### src/rtl/bus_params_pkg.sv
// Bus-wide field widths shared by link-level helpers.
// Source-ID and transfer-size widths for TL-UL ports.
package bus_params_pkg;
  localparam int BUS_AIW = 5;
  localparam int BUS_SZW = 3;
endpackage

### src/rtl/bus_tracker_pkg.sv
// Types and helpers for bus_outstanding_tracker.
// Entry and error bundles plus the latency width.
package bus_tracker_pkg;
  import bus_params_pkg::*;

  localparam int LatW = 16;

  typedef struct packed {
    logic               pending;
    logic [BUS_SZW-1:0] size;
  } tracker_entry_t;

  typedef struct packed {
    logic unexp;
    logic size;
    logic dup;
  } tracker_err_t;

  function automatic logic [LatW-1:0] sat_inc(
    input logic [LatW-1:0] v
  );
    return (&v) ? v : v + 1'b1;
  endfunction
endpackage

### src/rtl/bus_tracker_lat_cnt.sv
// One per-source saturating latency counter.
// Zeroed on accept, counts every cycle the source is pending.
module bus_tracker_lat_cnt
  import bus_tracker_pkg::*;
(
  input  logic            clk_i,
  input  logic            rst_ni,
  input  logic            clr_i,
  input  logic            inc_i,
  output logic [LatW-1:0] cnt_o
);
  logic [LatW-1:0] cnt_q, cnt_d;

  always_comb begin
    cnt_d = cnt_q;
    if (clr_i) cnt_d = '0;
    else if (inc_i) cnt_d = sat_inc(cnt_q);
  end

  always_ff @(posedge clk_i) begin
    if (!rst_ni) cnt_q <= '0;
    else cnt_q <= cnt_d;
  end

  assign cnt_o = cnt_q;
endmodule

### src/rtl/bus_outstanding_tracker.sv
// TL-UL A/D outstanding tracker, gate and protocol checker.
// Optional latency tracking: define BUS_TRACKER_LATENCY_EN.
module bus_outstanding_tracker
  import bus_tracker_pkg::*;
#(
  parameter int SrcW   = bus_params_pkg::BUS_AIW,
  parameter int SzW    = bus_params_pkg::BUS_SZW,
  parameter int MaxOut = 16,
  parameter int CntW   = $clog2(MaxOut + 1)
) (
  input  logic            clk_i,
  input  logic            rst_ni,
  input  logic            a_valid_i,
  input  logic [SrcW-1:0] a_source_i,
  input  logic [SzW-1:0]  a_size_i,
  output logic            a_ready_o,
  output logic            a_valid_o,
  input  logic            a_ready_i,
  input  logic            d_valid_i,
  input  logic            d_ready_i,
  input  logic [SrcW-1:0] d_source_i,
  input  logic [SzW-1:0]  d_size_i,
  output logic [CntW-1:0] outstanding_o,
  output logic            full_o,
  output logic            err_unexp_o,
  output logic            err_size_o,
  output logic            err_dup_o,
  output logic            err_sticky_o,
  input  logic            clear_err_i,
  output logic [LatW-1:0] max_latency_o
);
  localparam int NSrc = 2 ** SrcW;

  tracker_entry_t  tbl_q [NSrc];
  tracker_entry_t  tbl_d [NSrc];
  logic [CntW-1:0] cnt_q, cnt_d;
  tracker_err_t    err_q, err_d;
  logic            sticky_q, sticky_d;
  logic            block, acc, ret, hit;

  // Gate depends only on registered state: no D-to-A path.
  assign full_o    = (cnt_q == CntW'(MaxOut));
  assign block     = full_o | tbl_q[a_source_i].pending;
  assign a_valid_o = a_valid_i & ~block;
  assign a_ready_o = a_ready_i & ~block;

  assign acc = a_valid_o & a_ready_i;
  assign ret = d_valid_i & d_ready_i;
  assign hit = ret & tbl_q[d_source_i].pending;

  always_comb begin
    tbl_d = tbl_q;
    if (acc) begin
      tbl_d[a_source_i].pending = 1'b1;
      tbl_d[a_source_i].size    = a_size_i;
    end
    if (hit) tbl_d[d_source_i].pending = 1'b0;

    cnt_d = cnt_q;
    unique case ({acc, hit})
      2'b10:   cnt_d = cnt_q + 1'b1;
      2'b01:   cnt_d = cnt_q - 1'b1;
      default: cnt_d = cnt_q;
    endcase

    err_d.unexp = ret & ~tbl_q[d_source_i].pending;
    err_d.size  = hit & (tbl_q[d_source_i].size != d_size_i);
    err_d.dup   = a_valid_i & tbl_q[a_source_i].pending;
    sticky_d    = (|err_d) | (sticky_q & ~clear_err_i);
  end

  always_ff @(posedge clk_i) begin
    if (!rst_ni) begin
      for (int i = 0; i < NSrc; i++) tbl_q[i] <= '0;
      cnt_q    <= '0;
      err_q    <= '0;
      sticky_q <= 1'b0;
    end else begin
      tbl_q    <= tbl_d;
      cnt_q    <= cnt_d;
      err_q    <= err_d;
      sticky_q <= sticky_d;
    end
  end

  assign outstanding_o = cnt_q;
  assign err_unexp_o   = err_q.unexp;
  assign err_size_o    = err_q.size;
  assign err_dup_o     = err_q.dup;
  assign err_sticky_o  = sticky_q;

`ifdef BUS_TRACKER_LATENCY_EN
  logic [LatW-1:0] lat [NSrc];
  logic [LatW-1:0] lat_ret, max_lat_q, max_lat_d;

  for (genvar g = 0; g < NSrc; g++) begin : g_lat
    bus_tracker_lat_cnt u_cnt (
      .clk_i  (clk_i),
      .rst_ni (rst_ni),
      .clr_i  (acc && (a_source_i == SrcW'(g))),
      .inc_i  (tbl_q[g].pending),
      .cnt_o  (lat[g])
    );
  end

  // Counter lags one cycle behind the accept, hence the +1.
  assign lat_ret = sat_inc(lat[d_source_i]);

  always_comb begin
    max_lat_d = clear_err_i ? '0 : max_lat_q;
    if (hit && (lat_ret > max_lat_d)) max_lat_d = lat_ret;
  end

  always_ff @(posedge clk_i) begin
    if (!rst_ni) max_lat_q <= '0;
    else max_lat_q <= max_lat_d;
  end

  assign max_latency_o = max_lat_q;
`else
  assign max_latency_o = '0;
`endif
endmodule

### config.mk
export PLATFORM = sky130hd
export DESIGN_NAME = bus_outstanding_tracker
export DESIGN_NICKNAME = d
export VERILOG_FILES = /design/src/rtl/bus_params_pkg.sv /design/src/rtl/bus_tracker_pkg.sv /design/src/rtl/bus_tracker_lat_cnt.sv /design/src/rtl/bus_outstanding_tracker.sv
export SDC_FILE = /design/constraint.sdc
export NUM_CORES = 1
export LEC_CHECK = 0
export BUFFER_PORTS_ARGS = -buffer_cell sky130_fd_sc_hd__buf_2
export CORE_AREA = 3 3 114 116
export DETAILED_ROUTE_END_ITERATION = 16
export DIE_AREA = 0 0 117 119
export PLACE_DENSITY = 0.88
export SETUP_SLACK_MARGIN = 0.5
export SLEW_MARGIN = 20
export SYNTH_ARGS = -nofsm -noshare
export SYNTH_HDL_FRONTEND = slang
export SYNTH_SLANG_ARGS = --single-unit
### constraint.sdc
create_clock -name clk_i -period 9.6 [get_ports clk_i]
set_input_delay 1.92 -clock clk_i [delete_from_list [all_inputs] [get_ports clk_i]]
set_output_delay 1.92 -clock clk_i [all_outputs]
set_load 0.02 [all_outputs]
After elaboration in Yosys (flattened, before gate mapping) --
Cells that the tools add are included. Widths: inputs -> output; s select.
Word-level totals: register bits 137, input port bits 23, output and inout bits 28
Operators by class: $add $sub $neg 2, magnitude comparators 4, eq/ne operators 4, muxes and demuxes 18, bitwise logic cells 16, reductions and logical operators 4
Operators by type and width (count):
- $bwmux 128 | 3
- $mux 128 | 2
- $demux 4 s5 | 3
- $bmux 4 s5 | 2
- $mux 4 | 6
- $ge 6x6->1 const B | 2
- $lt 6x1->1 const B | 2
- $not 5->6 | 2
- $pmux 5 s2 | 1
- $and 1x1->1 | 9
- $add 5x1->5 const B | 1
- $eq 5x5->1 const B | 1
- $sub 5x1->5 const B | 1
- $mux 3 | 1
- $ne 3x3->1 | 1
- $not 1->1 | 3
- $reduce_or 3->1 | 1
- $eq 2x1->1 const B | 1
- $eq 2x2->1 const B | 1
- $logic_and 1x1->1 | 2
- $or 1x1->1 | 2
- $reduce_bool 2->1 | 1

Longest topological paths before layout --
depth in word-level cells 11, gate-level depth with buffers 21, mapped depth without buffers 16

Worst setup path after synthesis --
No wires, ideal clock.
path type input port to flip-flop, from in a_source_i[1], to reg cnt_q[4] (netlist: outstanding_o[4]), library setup time 0.076 ns, arrival time 5.250 ns, slack 4.274 ns, stages 21, path buffers 5, path through buf_6 buf_6 mux2_2 a22oi_1 nand4_1 mux2_2 nor4bb_1 buf_4 buf_6 buf_12 inv_1 ha_1 xor2_1 ha_1 nor2b_1 a22oi_1 a2bb2oi_1 nor2_1 a41oi_1 or3_1 a21boi_0
Between the ends: longest elaborated chain between the ends 10
Ends and longest elaborated chain:
- start: declaration | line bus_outstanding_tracker.sv:14 | input logic [SrcW-1:0] a_source_i,
- $not 5->6 (not written as such) (*) | line bus_outstanding_tracker.sv:43 | assign block = full_o | tbl_q[a_source_i].pending;
- $bmux 4 s5 (*) | line bus_outstanding_tracker.sv:43
- $mux 4 (not written as such) (*) (2 in a row) | line bus_outstanding_tracker.sv:43
- $or 1x1->1 (*) | line bus_outstanding_tracker.sv:43
- $not 1->1 (*) | line bus_outstanding_tracker.sv:44 | assign a_valid_o = a_valid_i & ~block;
- $and 1x1->1 (*) | line bus_outstanding_tracker.sv:44
- $and 1x1->1 (*) | line bus_outstanding_tracker.sv:47 | assign acc = a_valid_o & a_ready_i;
- $eq 2x1->1 / $eq 2x2->1 (equally long branches) | line bus_outstanding_tracker.sv:60 | unique case ({acc, hit})
- $pmux 5 s2 / $reduce_bool 2->1 (equally long branches)
- end signal: assignment | line bus_outstanding_tracker.sv:80 | cnt_q <= cnt_d;
- end: declaration | line bus_outstanding_tracker.sv:36 | logic [CntW-1:0] cnt_q, cnt_d;
Every way passes the cells marked *; elsewhere a longest branch is shown, timed or not. The select of a mux whose other input is x is not followed. A chain may end at the register's enable or synchronous reset.

Worst setup path in the final report --
from in a_source_i[4], to out a_valid_o
Between the ends: longest elaborated chain between the ends 7
Ends and longest elaborated chain:
- $not 5->6 (not written as such) | line bus_outstanding_tracker.sv:43
- $bmux 4 s5 | line bus_outstanding_tracker.sv:43
- $mux 4 (not written as such) (2 in a row) | line bus_outstanding_tracker.sv:43
- $or 1x1->1 | line bus_outstanding_tracker.sv:43
- $not 1->1 | line bus_outstanding_tracker.sv:44
- $and 1x1->1 | line bus_outstanding_tracker.sv:44
- end: declaration | line bus_outstanding_tracker.sv:17 | output logic a_valid_o,
No other way between the ends. The select of a mux whose other input is x is not followed.

==> impl_metrics.env <==
export IMPL_worstPathCellList="buf_2, nor3_1, a22oi_1, nand4_1, mux2_2, nor2_1, and2_1, buf_2"
export IMPL_drive_gt1_frac=0.2176
export IMPL_row_count=40
export IMPL_mostFrequentLayoutCells="137 x dfxtp_1, 116 x nand2_1, 115 x mux2i_1, 33 x buf_2, 32 x nand3_1"
export IMPL_fmax_mhz=169.8
export IMPL_rrSetupSlack_ns=5.40
export IMPL_cpPeakStageDelay_ns=0.99
export IMPL_clockBufferDepth=2
export IMPL_synth_seq_area_share=0.3793
export IMPL_timing_final_hold_violations=0
export IMPL_fin_worst_skew_ns=0.008617
export IMPL_cp_common_cell="buf_2"
export IMPL_cp_data_arrival_time_ns=3.97
export IMPL_crit_buf_inv=2
export IMPL_antenna_found_initial=0
export IMPL_ir_drop_uv=113.9
export IMPL_htree_levels=4
export IMPL_crit_required_ns=7.68
export IMPL_die_x_um=117
export IMPL_cts_root_buf="clkbuf_16"
export IMPL_finalSetupTns_ns=0
export IMPL_start_kind="input port"
export IMPL_critPathMaxFanout=9
export IMPL_die_h_um=119
export IMPL_area_growth_pct=7.960
export IMPL_min_period_over_period=0.6136
export IMPL_slew_viol_final=0
export IMPL_p_leak_nw=3.562
export IMPL_post_cts_buffers=0
export IMPL_end_kind="primary output"
export IMPL_clk_pin_slew_ns=0.05
export IMPL_first_pass_iters=6
export IMPL_final_common_cell="dfxtp_1"
export IMPL_wl_per_cell_um=21.58
export IMPL_rsz0062_at_grt="false"
export IMPL_p_per_area_nw_per_um2=162.7
export IMPL_setup_viol=0
export IMPL_grt_max_degree=105
export IMPL_ys_warn_count=0
export IMPL_ys_flop_type="dfxtp_1"
export IMPL_avgSynthCellArea_um2=10.01
export IMPL_cts_buffers=17
export IMPL_vias=5828
export IMPL_clk_latency_ns=0.43
export IMPL_cap_violations=0
export IMPL_cts_sinks=137
export IMPL_die_area_um2=13920
export IMPL_slowest_stage="nor3_1"
export IMPL_cts_tree="yes"
export IMPL_portBuffers=34
export IMPL_yosys_cell_types_count=53
export IMPL_status="finished, final reports clean"
export IMPL_grt_pass1_vias=5905
export IMPL_post_cts_resized=0
export IMPL_drt_total_wl_um=18840
export IMPL_overflow=0
export IMPL_tightest_slew_ns=1.227
export IMPL_n_antenna_cell=0
export IMPL_ios=51
export IMPL_drt_iter0_markers=712
export IMPL_syn_area_um2=7231
export IMPL_gp_congestion=0.9694
export IMPL_drc_errors=0
export IMPL_cpLargestDelayFamily="simple AND/OR/NAND/NOR gates"
export IMPL_hp_class="flip-flop to flip-flop"
export IMPL_power_mw=1.270
export IMPL_async_reset_ff_frac=0
export IMPL_netlist_instances=722
export IMPL_final_nets=742
export IMPL_core_um2=12010
export IMPL_holdBufCountCts=0
export IMPL_synth_edf_count=0
export IMPL_synth_seq_cells=137
export IMPL_start_util=0.6020
export IMPL_worstSetupPathType="input port to primary output"
export IMPL_dp_hpwl_um=11990
export IMPL_viasPerCell=6.676
export IMPL_slew_headroom=0.1754
export IMPL_grt_pass1_wl_um=30320
export IMPL_finalCriticalPeriod_ns=5.891
export IMPL_grt_usage=0.2772
export IMPL_postRouteAntennaNets=0
==> where the power goes <==
part           switching [mW]  internal [mW]
Clock                   0.234          0.358
Sequential            0.00306          0.573
Combinational          0.0725         0.0295
Total                   0.310          0.960
==> kinds of logic after synthesis <==
logic type	after synthesis	share of synthesized area
and+or+nand+nor	252	0.1860
muxes	161	0.2667
DFF	137	0.3793
buffers and inverters	85	0.06298
AOI/OAI and AO/OA	79	0.09448
xor gates and xnor gates	4	0.004846
adders and majority gates	3	0.005192
other	1	0.0005186
==> Yosys cell counts, types with 5 or more instances <==
library cell / instances / area [µm²]
clkbuf_2: 5 / 25.02
a22oi_1: 13 / 97.59
nand2_1: 118 / 442.9
a21oi_1: 8 / 40.04
buf_2: 7 / 35.03
and3_1: 31 / 193.9
mux2i_1: 115 / 1151
buf_4: 22 / 165.2
nand3_1: 32 / 160.2
o221a_2: 30 / 337.8
dfxtp_1: 137 / 2743
and2_1: 6 / 37.54
mux4_2: 23 / 518.0
nor2_1: 12 / 45.04
a31oi_1: 5 / 31.28
nor2b_1: 11 / 68.82
clkbuf_1: 40 / 150.1
o21ai_0: 6 / 30.03
nand3_4: 7 / 122.6
mux2_2: 22 / 247.7
==> metal layers <==
metal / GRT usage / routed length (µm) / vias to the layer above
met4: 0.1326 / 620 / 0
met3: 0.07368 / 1553 / 79
met5: 0 / 0 / -
met2: 0.4310 / 9099 / 322
li1: - / - / 2593
met1: 0.3546 / 7568 / 2834
==> worst register-to-register path: stages (launching register included) <==
cell and delay, ns:
dfxtp_1 0.35, mux2_2 0.27, a22oi_1 0.21, nand4_1 0.12, mux2_2 0.34, nor4bb_4 0.26
buf_4 0.61, inv_1 0.15, ha_1 0.30, xor2_1 0.17, ha_1 0.21, nor2b_1 0.20
a22oi_1 0.09, a2bb2oi_1 0.14, nor2_1 0.10, a41oi_1 0.06, or3_1 0.32, a21boi_0 0.21
==> stage by stage <==
step | setup slack [ns] | std cells | utilization | instance area [µm²] | hold slack (ns)
after global placement | 3.590 | 844 | 0.6056 | 7274 | 0.4390
after floorplan | 4.274 | 737 | - | 7287 | 0.4316
after global routing | 3.447 | 873 | 0.6499 | 7806 | 0.4762
final | 3.709 | 873 | 0.6499 | 7806 | 0.4589
after detailed placement | 3.388 | 844 | 0.6056 | 7274 | 0.4483
after CTS | 3.744 | 873 | 0.6493 | 7799 | 0.4582
==> path summary, 6_finish.rpt <==
check	from	end	depth (start not counted)
worst max-delay path	a_source_i[4]	a_valid_o	8
worst min-delay path	flip-flop	flip-flop	2
worst max register to register	tbl_q[19]	outstanding_o[4]	17
worst min register to register	flip-flop	flip-flop	2
==> layout make-up <==
type                    count  area [µm²]
inverters                   3       11.26
clock buffers              26       509.2
fillers                   883        4205
flip-flops and latches    137        2743
clock inverters             3       15.01
well taps                 147       183.9
repair buffers             42       232.7
multi-input cells         515        4111
(Power assumes the default switching activity.)
